### config.mk
export PLATFORM = sky130hd
export DESIGN_NAME = ddr_port_arbiter
export DESIGN_NICKNAME = d
export VERILOG_FILES = /design/src/rtl/ddr_port_arbiter.sv
export SDC_FILE = /design/constraint.sdc
export NUM_CORES = 1
export LEC_CHECK = 0
export CAP_MARGIN = 10
export CORE_ASPECT_RATIO = 0.75
export CORE_UTILIZATION = 42
export CTS_CLUSTER_DIAMETER = 200
export DETAILED_ROUTE_END_ITERATION = 8
export GPL_TIMING_DRIVEN = 0
export HOLD_SLACK_MARGIN = 0.06
export PLACE_DENSITY = 0.95
export RECOVER_POWER = 25
export SLEW_MARGIN = 30
export SYNTH_ARGS = -nofsm -noshare
export SYNTH_HDL_FRONTEND = slang
export SYNTH_SLANG_ARGS = --single-unit
### constraint.sdc
create_clock -name clk_i -period 4.5 [get_ports clk_i]
set_clock_uncertainty 0.1 [all_clocks]
set_input_delay 0.675 -clock clk_i [delete_from_list [all_inputs] [get_ports clk_i]]
set_output_delay 0.675 -clock clk_i [all_outputs]
set_load 0.005 [all_outputs]
### src/rtl/ddr_port_arbiter.sv
// Round-robin owner of the shared DDR read/write path: grants one requester at a time,
// forwards its command to the path and routes the completion pulse back to it.
module ddr_port_arbiter #(
  parameter int NREQ          = 3,
  parameter int ADDR_WIDTH    = 30,
  parameter int DATA_NUM_BITS = 20,
  parameter int GW            = 2
) (
  input  logic                          clk_i,
  input  logic                          rstn_i,
  input  logic                          init_calib_complete_i,
  input  logic [NREQ-1:0]               req_i,
  input  logic [NREQ-1:0]               cmd_en_i,
  input  logic [NREQ-1:0]               cmd_wr_i,
  input  logic [NREQ*DATA_NUM_BITS-1:0] burst_num_i,
  input  logic [NREQ*ADDR_WIDTH-1:0]    start_addr_i,
  output logic [NREQ-1:0]               ack_o,
  output logic [NREQ-1:0]               done_o,
  output logic [GW-1:0]                 grant_idx_o,
  output logic                          busy_o,
  output logic                          rd_en_o,
  output logic                          wr_en_o,
  output logic [DATA_NUM_BITS-1:0]      burst_num_o,
  output logic [ADDR_WIDTH-1:0]         start_addr_o,
  input  logic                          rd_ddr_done_i,
  input  logic                          wr_ddr_done_i
);

  typedef enum logic [1:0] {
    S_IDLE  = 2'd0,
    S_GRANT = 2'd1,
    S_BUSY  = 2'd2
  } state_t;

  state_t                   r_state, w_state;
  logic [GW-1:0]            r_ptr, w_ptr;
  logic [GW-1:0]            r_gidx, w_gidx;
  logic [NREQ-1:0]          r_ack, w_ack;
  logic [NREQ-1:0]          r_done, w_done;
  logic                     r_busy, w_busy;
  logic                     r_rd_en, w_rd_en;
  logic                     r_wr_en, w_wr_en;
  logic                     r_is_wr, w_is_wr;
  logic [DATA_NUM_BITS-1:0] r_burst, w_burst;
  logic [ADDR_WIDTH-1:0]    r_addr, w_addr;

  logic                     w_found;
  logic [GW-1:0]            w_win;
  logic [NREQ-1:0]          w_win_oh;
  int                       w_idx;
  logic [NREQ-1:0]          w_g_oh;
  logic                     w_sel_req, w_sel_en, w_sel_wr;
  logic [DATA_NUM_BITS-1:0] w_sel_burst;
  logic [ADDR_WIDTH-1:0]    w_sel_addr;
  logic                     w_match;

  // Search for the first requester after the pointer, wrapping modulo NREQ.
  always_comb begin
    w_found  = 1'b0;
    w_win    = '0;
    w_win_oh = '0;
    w_idx    = 0;
    for (int i = 1; i <= NREQ; i++) begin
      w_idx = int'(r_ptr) + i;
      if (w_idx >= NREQ) w_idx = w_idx - NREQ;
      else               w_idx = w_idx;
      for (int k = 0; k < NREQ; k++) begin
        if (!w_found && (k == w_idx) && req_i[k]) begin
          w_found     = 1'b1;
          w_win       = GW'(k);
          w_win_oh[k] = 1'b1;
        end else begin
          w_found = w_found;
        end
      end
    end
  end

  // Pick out the current owner's request and command fields; other requesters are invisible.
  always_comb begin
    w_g_oh      = '0;
    w_sel_req   = 1'b0;
    w_sel_en    = 1'b0;
    w_sel_wr    = 1'b0;
    w_sel_burst = '0;
    w_sel_addr  = '0;
    for (int k = 0; k < NREQ; k++) begin
      if (r_gidx == GW'(k)) begin
        w_g_oh[k]   = 1'b1;
        w_sel_req   = req_i[k];
        w_sel_en    = cmd_en_i[k];
        w_sel_wr    = cmd_wr_i[k];
        w_sel_burst = burst_num_i[k*DATA_NUM_BITS +: DATA_NUM_BITS];
        w_sel_addr  = start_addr_i[k*ADDR_WIDTH +: ADDR_WIDTH];
      end else begin
        w_g_oh[k] = 1'b0;
      end
    end
    w_match = r_is_wr ? wr_ddr_done_i : rd_ddr_done_i;
  end

  // Next-state and next-output logic; all outputs are registered below.
  always_comb begin
    w_state = r_state;
    w_ptr   = r_ptr;
    w_gidx  = r_gidx;
    w_ack   = r_ack;
    w_busy  = r_busy;
    w_done  = '0;
    w_rd_en = 1'b0;
    w_wr_en = 1'b0;
    w_is_wr = r_is_wr;
    w_burst = r_burst;
    w_addr  = r_addr;
    case (r_state)
      S_IDLE: begin
        if (init_calib_complete_i && w_found) begin
          w_state = S_GRANT;
          w_ptr   = w_win;
          w_gidx  = w_win;
          w_ack   = w_win_oh;
          w_busy  = 1'b1;
        end else begin
          w_state = S_IDLE;
        end
      end
      S_GRANT: begin
        if (w_sel_en) begin
          w_is_wr = w_sel_wr;
          w_burst = w_sel_burst;
          w_addr  = w_sel_addr;
          // A zero-length burst completes locally without touching the path.
          if (w_sel_burst == '0) begin
            w_done = w_g_oh;
          end else begin
            w_rd_en = ~w_sel_wr;
            w_wr_en = w_sel_wr;
            w_state = S_BUSY;
          end
        end else if (!w_sel_req) begin
          w_state = S_IDLE;
          w_ack   = '0;
          w_busy  = 1'b0;
        end else begin
          w_state = S_GRANT;
        end
      end
      S_BUSY: begin
        if (w_match) begin
          w_done = w_g_oh;
          if (w_sel_req) begin
            w_state = S_GRANT;
          end else begin
            w_state = S_IDLE;
            w_ack   = '0;
            w_busy  = 1'b0;
          end
        end else begin
          w_state = S_BUSY;
        end
      end
      default: begin
        w_state = S_IDLE;
        w_ack   = '0;
        w_busy  = 1'b0;
      end
    endcase
  end

  // State and output registers.
  always_ff @(posedge clk_i or negedge rstn_i) begin
    if (!rstn_i) begin
      r_state <= S_IDLE;
      r_ptr   <= GW'(NREQ - 1);
      r_gidx  <= '0;
      r_ack   <= '0;
      r_done  <= '0;
      r_busy  <= 1'b0;
      r_rd_en <= 1'b0;
      r_wr_en <= 1'b0;
      r_is_wr <= 1'b0;
      r_burst <= '0;
      r_addr  <= '0;
    end else begin
      r_state <= w_state;
      r_ptr   <= w_ptr;
      r_gidx  <= w_gidx;
      r_ack   <= w_ack;
      r_done  <= w_done;
      r_busy  <= w_busy;
      r_rd_en <= w_rd_en;
      r_wr_en <= w_wr_en;
      r_is_wr <= w_is_wr;
      r_burst <= w_burst;
      r_addr  <= w_addr;
    end
  end

  assign ack_o        = r_ack;
  assign done_o       = r_done;
  assign grant_idx_o  = r_gidx;
  assign busy_o       = r_busy;
  assign rd_en_o      = r_rd_en;
  assign wr_en_o      = r_wr_en;
  assign burst_num_o  = r_burst;
  assign start_addr_o = r_addr;

endmodule

==> flow_summary.ini, run 1 <==
[run_status]
status = complete, but fails checks
violations = capacitance limit, slew limit

[place]
place_ws_ns = 1.40
place_congestion = 0.923
io_buffers = 223
dp_hpwl_microns = 10800

[worst_setup_path]
critPathLaunch = r_ptr[0]
reg2reg_to = ack_o[2]
end_kind = register
r2r_cells = 9
crit_top_cell = a22o_1
endpoint = ack_o[2]
worstPathMaxFanout = 10
r2r_start = r_ptr[0]
start_kind = register
path_cells = buf_6 -> inv_1 -> ha_1 -> nand2b_1 -> a2111oi_0 -> o21ai_0 -> a21boi_0 -> a22o_1 -> a22o_1
criticalPathCategory = register to register
cp.required_ns = 4.66
reg2reg_slack_ns = 1.71
critical_path.slowest_cell = a2111oi_0
slowest_delay_ns = 0.50
cp.arrival_ns = 2.95

[clock_tree]
cts_buffer_depth = 2
worstSkewPairLatency_ns = 0.32
cts_hold_buf = 0
htreeDepth = 3
path_clk_slew_ns = 0.05
root_buffer = clkbuf_16
cts_tree = yes
numCtsBuffers = 9
ctsResizeCount = 0
cts.sinks = 65
cts_setup_buffers = 0

[sta]
final_max_slew_viol_count = 32
setup-tns-final_ns = 0
fmax_mhz = 359
post-route-min-period_ns = 2.79
setup_violations = 0
setup_ws_ns = 1.71
slew_headroom_pct = -17.7
max_slew.worst_pin.slew_ns = 1.77
hold_viol = 0
period_share_pct = 61.9
rsz0062_at_grt = false

[floorplanning]
core-area_sq_um = 9050
io_pins = 225
die_area_sq_um = 9720
die_y_microns = 85.6
row_count = 30
start_util_pct = 43.3
die_width_microns = 113

[yosys]
synthArstFlopShare_pct = 100
synth_area_leader_cell = dfrtp_1
synthFlopType = dfrtp_1
synth_top_area_share_pct = 40.9
synth_area_leaders = dfrtp_1 41%, mux2i_1 14%, nand2_1 6.3%
ys_ff_latch = 65
ys_seq_area_share_pct = 41.6
synth_nets = 593
synth_cells = 421
synth-edff-count = 0
postSynthAreaPerCell_sq_um = 9.30
yosys_warnings = 0
synth_area_sq_um = 3920
synth_cell_types = 43

[global_route]
grt_antenna_before_repair = 0
grt_pass1_wl_microns = 21000
grt_pass1_vias = 4402
gr-usage-all-layers_pct = 27.9
gr-total-overflow = 0
grt_max_degree = 35

[detailed_routing]
routed_wirelength_microns = 13400
viasPerCell = 5.35
drc = 0
first_iter_violations = 215
wire_per_inst_microns = 17.0
ant_nets = 0
dr.pass1.iters = 5
num_vias = 4222

[worst_hold_path]
worstHoldStart = burst_num_o[9]
hold_path_class = register to register

[run]
drv_cap = 1

[pwr]
p_leak_nw = 2.86
powerDensity_nw_per_um2 = 570
ir_drop_uv = 260

[final_layout]
fin_nets = 828
areaGrowthSynthToFinish_pct = 70.3
num_antenna_cells = 0
layout-drive-gt1-share_pct = 8.47
fillers = 657
[state kept, by name, summed over array words and instances (netlist names)]
register and count:
start_addr_o 30, ack_o 3, r_state 2, busy_o 1, grant_idx_o 1, burst_num_o 20, rd_en_o 1, r_is_wr 1
wr_en_o 1, r_ptr 2, done_o 3
[logic make-up (layout without fill, tap and decap cells)]
family | Yosys count | in the layout | share of synthesized area [%]
compound gates | 111 | 111 | 18.2
fa+ha+maj | 8 | 8 | 2.56
buf+inv | 36 | 276 | 4.95
flops | 65 | 65 | 41.6
mux | 70 | 70 | 18.4
simple gates | 131 | 131 | 14.3
[cell usage after synthesis, types with 4 or more instances]
cell type,instances
mux2i_1,53
a21oi_1,34
ha_1,8
dfrtp_1,64
mux2_2,17
inv_1,6
clkbuf_1,9
o2bb2ai_1,18
buf_2,13
nor2_1,40
o21ai_0,35
nand2_1,66
nand3_1,6
nor4_1,4
[layout make-up]
| cell class | instances | area, sq um | share of cell area, % |
|---|---|---|---|
| buffer | 30 | 171 | 2.57 |
| clock inverter | 6 | 116 | 1.75 |
| tap | 128 | 160 | 2.40 |
| multi-input combinational | 320 | 2090 | 31.4 |
| clock buffer | 10 | 229 | 3.43 |
| sequential | 65 | 1630 | 24.4 |
| timing repair buffer | 224 | 2250 | 33.7 |
| inverter | 6 | 22.5 | 0.338 |
[worst min-delay path by stage]
stage	to	cells after the start	slack (ns)
2_1_floorplan	ack_o[0]	0	0.28
3_3_place_gp	burst_num_o[12]	2	0.36
3_5_place_dp	start_addr_o[6]	2	0.37
4_1_cts	start_addr_o[14]	1	0.19
5_1_grt	burst_num_o[13]	2	0.41
6_report	burst_num_o[9]	2	0.38
[cell usage in the layout (no fill, tap or decap), types with 2 or more instances in the layout]
master,count
mux2_2,17
clkdlybuf4s50_1,222
nand2_1,66
a21boi_0,2
nor4_1,4
bufinv_16,3
o21a_1,2
clkbuf_16,9
nand2b_1,3
clkbuf_1,11
buf_6,3
buf_12,2
a21oi_1,34
o21ai_0,35
mux2i_1,53
clkinv_4,3
a22o_1,3
nor2_1,40
inv_1,6
o2bb2ai_1,18
a21o_1,2
nand4_1,3
buf_1,3
nand3_1,6
buf_2,13
ha_1,8
a211oi_1,2
nor2b_1,3
o211a_1,3
dfrtp_1,64
o31ai_1,2
[metal layers]
metal / global-route usage, % / share of wire, % / up-vias / wire length, microns
met4: 11.1 / 2.4 / 0 / 323
li1: - / - / 1966 / -
met2: 49.4 / 50 / 231 / 6740
met5: 0 / 0 / - / 0
met3: 8.76 / 8.4 / 29 / 1130
met1: 31.4 / 39 / 1996 / 5200
[through the flow]
stage	area, sq um	power, mW	hold WS (ns)	utilization, %	instances
2_1_floorplan	3920	2.03	0.279	-	421
3_3_place_gp	6310	2.88	0.359	69.7	772
3_5_place_dp	6320	2.99	0.371	69.9	773
4_1_cts	6670	3.80	0.194	73.7	789
5_1_grt	6670	4.05	0.411	73.7	789
6_report	6670	3.80	0.380	73.7	789
[report_power, final]
part	total (mW)	switching [mW]	internal, mW	leakage (nW)
Clock	0.801	0.257	0.544	0.167
Sequential	0.984	0.150	0.834	0.825
Combinational	2.02	0.980	1.04	1.86
[critical path, delay by kind of cell (launching register included)]
| kind | cells | cell delay [ns] |
|---|---|---|
| AOI/OAI and AO/OA | 5 | 1.38 |
| and+or+nand+nor | 1 | 0.10 |
| DFF | 1 | 0.42 |
| adders and majority gates | 1 | 0.40 |
| buffers and inverters | 2 | 0.31 |
(Power assumes the default switching activity.)
==> run 2: changes to the inputs <==
--- a/config.mk
+++ b/config.mk
@@ -7,12 +7,12 @@
 export LEC_CHECK = 0
 export CAP_MARGIN = 10
 export CORE_ASPECT_RATIO = 0.75
-export CORE_UTILIZATION = 42
+export CORE_UTILIZATION = 35
 export CTS_CLUSTER_DIAMETER = 200
 export DETAILED_ROUTE_END_ITERATION = 8
 export GPL_TIMING_DRIVEN = 0
 export HOLD_SLACK_MARGIN = 0.06
-export PLACE_DENSITY = 0.95
+export PLACE_DENSITY = 0.88
 export RECOVER_POWER = 25
 export SLEW_MARGIN = 30
 export SYNTH_ARGS = -nofsm -noshare
==> constraint.sdc (replaced) <==
create_clock -name clk_i -period 2.43 [get_ports clk_i]
set_clock_uncertainty 0.1 [all_clocks]
set_input_delay 0.3645 -clock clk_i [delete_from_list [all_inputs] [get_ports clk_i]]
set_output_delay 0.3645 -clock clk_i [all_outputs]
set_load 0.005 [all_outputs]
==> flow_summary.ini, run 2 (same netlist as run 1, synthesis figures left out) <==
[run_status]
status = complete, but fails checks
violations = setup timing

[place]
placed_area_sq_um = 6340
io_buffers = 223
dp_hpwl_microns = 11000
placed_cells = 785
place_congestion = 0.894

[final_layout]
finish.utilization_pct = 64.0
design_area_sq_um = 6980
final_common_cell = clkdlybuf4s50_1
fin_nets = 843
areaGrowthSynthToFinish_pct = 78.3
finalNonFillerCells = 815
num_antenna_cells = 0
largest_reg_flops = 30
layout_common_cells = 222 x clkdlybuf4s50_1, 65 x nand2_1, 63 x dfrtp_1
layout-drive-gt1-share_pct = 13.9

[worst_setup_path]
criticalPathCategory = register to register
cp.arrival_ns = 2.62
cp.required_ns = 2.54
start_kind = register
worstPathMaxFanout = 6
reg2reg_slack_ns = -0.09
end_kind = register
r2r_cells = 8
critical_path.slowest_cell = dfrtp_2
cp_top_family = simple AND/OR/NAND/NOR gates
path_buf_inv = 2
reg2reg_to = r_state[0]
slowest_delay_ns = 0.42
r2r_start = r_ptr[0]
path_cells = buf_8 -> buf_12 -> mux2i_4 -> o2bb2ai_2 -> nor4_2 -> nand4_1 -> nor3_4 -> mux2_4

[global_route]
gr-usage-all-layers_pct = 24.2
grt_pass1_wl_microns = 21000
gr-total-overflow = 0
grt.met1_usage_pct = 27.9
gr-usage-met2_pct = 42.1
grt_max_degree = 36
met3_usage_pct = 7.50
grt_antenna_before_repair = 0
grt.busiest_layer = met2
grt_pass1_vias = 4273

[clock_tree]
root_buffer = clkbuf_16
worstSkewPairLatency_ns = 0.32
htreeDepth = 3
cts_buffer_depth = 2
numCtsBuffers = 9
path_clk_slew_ns = 0.05
cts.sinks = 65
cts_tree = yes

[pwr]
power.total_mw = 7.31
ir_drop_uv = 504
powerDensity_nw_per_um2 = 1050
p_leak_nw = 2.97

[floorplanning]
start_util_pct = 35.9
die_y_microns = 93.6
io_pins = 225
core-area_sq_um = 10900
die_area_sq_um = 11600
row_count = 33
die_width_microns = 124

[sta]
setup_violations = 5
setup_ws_ns = -0.0865
final_max_slew_viol_count = 0
fmax_mhz = 397
slew_headroom_pct = 40.1
hold_viol = 0
period_share_pct = 104
max_slew.worst_pin.slew_ns = 0.899
post-route-min-period_ns = 2.52
setup-tns-final_ns = -0.205
rsz0062_at_grt = true

[detailed_routing]
ant_nets = 0
drc = 0
dr.pass1.iters = 5
num_vias = 4328
first_iter_violations = 154
viasPerCell = 5.31
routed_wirelength_microns = 15000
wire_per_inst_microns = 18.4

[run]
drv_cap = 0

[worst_hold_path]
worstHoldPathCells = 2
hold_path_class = register to register
min_to = start_addr_o[6]
worstHoldStart = start_addr_o[6]
## run 2: cell count changes in the layout (fill, tap and decap cells not counted), sizes merged
cell         change
buf             +10
clkbuf           +5
bufinv           -2
bufbuf           +1
clkinv           -1
dlygate4sd3      +1
## run 2: timing repair
item	4_1_cts	5_1_grt
gates resized for setup	17	32
cloned	1	0
pin swaps	4	12
setup buffers	6	7
hold endpoints to repair	30	0
endpoints found under the setup margin	19	62
hold buffers	1	0
## run 2: cell type report
type | instances | area, sq um
buffer | 30 | 206
clock buffer | 12 | 256
clock inverter | 3 | 40.0
fill | 876 | 3920
inverter | 6 | 22.5
multi-input combinational | 320 | 2270
sequential | 65 | 1630
tap | 140 | 175
timing repair buffer | 239 | 2380
## run 2: through the flow
stage | worst slack [ns] | hold slack (ns)
2_1_floorplan | 0.126 | -0.0311
3_3_place_gp | -1.20 | 0.360
3_5_place_dp | -0.305 | 0.227
4_1_cts | -0.00541 | 0.380
5_1_grt | -0.167 | 0.414
6_report | -0.0865 | 0.379
## run 2: worst max path at each step
| stage | cells past startpoint | to | slack (ns) | start |
|---|---|---|---|---|
| 2_1_floorplan | 9 | ack_o[2] | 0.13 | r_ptr[0] |
| 3_3_place_gp | 1 | ack_o[2] | -1.20 | rstn_i |
| 3_5_place_dp | 7 | start_addr_o[28] | -0.31 | cmd_en_i[0] |
| 4_1_cts | 8 | r_state[0] | -0.005 | r_ptr[0] |
| 5_1_grt | 9 | r_state[0] | -0.17 | r_ptr[0] |
| 6_report | 8 | r_state[0] | -0.09 | r_ptr[0] |
## run 2: report_power, final
group	switching [mW]	leakage (nW)	total, mW	internal [mW]
Clock	0.446	0.148	1.29	0.840
Sequential	0.277	0.824	1.82	1.55
Combinational	1.98	1.99	4.20	2.22
Total	2.70	2.97	7.31	4.61
## run 2: worst reg2reg max path: stages, from the launching register on
cell and delay [ns]:
dfrtp_2 0.42, buf_8 0.15, buf_12 0.14, mux2i_4 0.24
o2bb2ai_2 0.08, nor4_2 0.34, nand4_1 0.27, nor3_4 0.33
mux2_4 0.33
## run 2: routing by layer
layer / routed length [microns] / part of all wire [%]
met1: 5990 / 40
met5: 0 / 0
met4: 358 / 2.4
met2: 7380 / 49
met3: 1290 / 8.6
==> RTL edit, RTL diff (flow settings as in run 1) <==
Set the parameter `DATA_NUM_BITS` to 40 (it was 20).
--- a/src/rtl/ddr_port_arbiter.sv
+++ b/src/rtl/ddr_port_arbiter.sv
@@ -3,7 +3,7 @@
 module ddr_port_arbiter #(
   parameter int NREQ          = 3,
   parameter int ADDR_WIDTH    = 30,
-  parameter int DATA_NUM_BITS = 20,
+  parameter int DATA_NUM_BITS = 40,
   parameter int GW            = 2
 ) (
   input  logic                          clk_i,
Ports: changed (resized burst_num_i and burst_num_o); port bits go from 225 to 305. The function was not compared with the original's and may differ.
==> RTL edit against run 1 <==
- the flow still finishes with violations (max-capacitance violations, max-slew violations)
- synthesized cell count rose by 20%
- combinational power rose by 41%
- setup slack got worse by 0.42 ns
- total power rose by 30%
- sequential power rose by 34%
- synthesized area rose by 30%
- sequential cell count rose by 20
- core utilization fell by 0.089 points
- final area rose by 29%
- count of clock-buffer cells in the layout fell by 1
- routed wire length rose by 41%
- critical path depth fell by 1
- first-iteration DRC count rose by 20%
==> RTL edit: results (changes against run 1) <==
cts:
  cts-resized-gates: 0  # unchanged
  cts_buffers: 9  # unchanged
  insertion_delay_ns: 0.33
power_and_ir_drop:
  p_int_mw: 3.073  # was 2.414 mW
  combinationalPower_mw: 2.85  # was 2.02 mW
  power_leakage_nw: 3.463  # was 2.855 nW
  vdd_drop_max_mv: 0.3329  # was 0.2604 mV
  p_seq_share_pct: 26.7  # was 25.9%
  switching_share_pct: 37.99  # was 36.49%
min_path:
  hp-start: "start_addr_o[18]"  # was burst_num_o[9]
  holdPathEnd: "start_addr_o[18]"  # was burst_num_o[9]
sta:
  drv_slew: 38  # was 32
  hold_ws_ns: 0.3782  # was 0.3801 ns
  maxSlewHeadroom_pct: -25.59  # was -17.72%
setup_path:
  ff2ff_path_depth: 8  # was 9
  worstPathArrival_ns: 3.33  # was 2.95 ns
  rr_endpoint: "done_o[0]"  # was ack_o[2]
  worst-path-max-fanout: 10  # unchanged
  r2r_slack_ns: 1.29  # was 1.71 ns
  crit_family: "simple AND/OR/NAND/NOR gates"  # was compound AO/OA/AOI/OAI gates
  cp_slowest_cell: "or4_1"  # was a2111oi_0
synth:
  ys_top_cells_by_count: "dfrtp_1, mux2i_1, nand2_1, mux2_2, nor2_1"  # was nand2_1, dfrtp_1, mux2i_1, nor2_1, o21ai_0
  synth.yosys.seq_area_share_pct: 41.96  # was 41.58%
  synthAdderAreaFrac_pct: 1.973  # was 2.557%
  yosys.area_share.xor_xnor_pct: 0  # unchanged
  synth_cell_types: 37  # was 43
  synthTopCellsByArea: "dfrtp_1, mux2i_1, mux2_2"  # was dfrtp_1, mux2i_1, nand2_1
  synth_compound_area_share_pct: 17.83  # was 18.18%
  syn-num-nets: 736  # was 593
  synth_mux_area_share_pct: 24.17  # was 18.44%
  syn_avg_cell_area_sq_um: 10.06  # was 9.299 sq um
placement:
  dpl_cell_area_sq_um: 8327  # was 6325 sq um
  place.port_buffers: 302  # was 223
  dp_cells: 969  # was 773
  place_congestion: 0.8765  # was 0.9229
  pre_cts_ws_ns: 1.202  # was 1.404 ns
drt:
  routed_wl_mm: 18.85  # was 13.39 mm
  drtIter0Drc: 259  # was 215
  vias: 5324  # was 4222
status:
  violations: "max-capacitance violations, max-slew violations"  # unchanged
  status: "finished, violations left"  # unchanged
grt:
  grt_pass1_vias: 5591  # was 4402
  grt_start_max_net_pins: 50  # was 35
  grt_util_all_layers_pct: 30.18  # was 27.90%
  grt_pass1_wl_mm: 28.72  # was 20.98 mm
layout:
  fin_cells: 984  # was 789
  clock_cell_area_share_pct: 3.647  # was 5.180%
  seq_cells: 85  # was 65
  nFillCells: 811  # was 657
  multi_input_gates: 371  # was 320
  seq_area_sq_um: 2128  # was 1628 sq um
  final_core_util_pct: 73.60  # was 73.69%
  nNonClkInverters: 8  # was 6
  multi_input_area_share_pct: 31.49  # was 31.40%
  layout-drive-gt1-share_pct: 9.246  # was 8.472%
  largest_reg_flops: 40  # was 30
  nets: 1050  # was 828
  n_all_buffers: 343  # was 254
  nonClkBufAreaFrac_pct: 37.45  # was 36.26%
run:
  cap_violations: 1  # unchanged
## RTL edit: worst max-delay path by stage
stage                    from               to  slack [ns]  cells past startpoint
3_5_place_dp   burst_num_i[5]        done_o[0]        1.20                      8
3_3_place_gp           rstn_i  burst_num_o[35]       -0.23                      1
5_1_grt                rstn_i  burst_num_o[14]        0.89                      2
6_report             r_ptr[0]        done_o[0]        1.29                      8
2_1_floorplan        r_ptr[0]       r_state[1]        1.96                      8
4_1_cts              r_ptr[0]        done_o[0]        1.35                      8
## RTL edit: logic make-up after synthesis
group                    Yosys count
AO/OA/AOI/OAI                    135
adder cells (fa/ha/maj)            8
buffers and inverters             48
flip-flops                        85
multiplexers                     117
AND/OR/NAND/NOR                  111
## RTL edit: layer usage
metal  vias to the layer above  track usage, %  routed length (um)
met5                         -               0                   0
met2                       248           55.93                9819
li1                       2461               -                   -
met3                        37           6.278                1288
met1                      2578           33.46                7163
met4                         0           11.58                 582
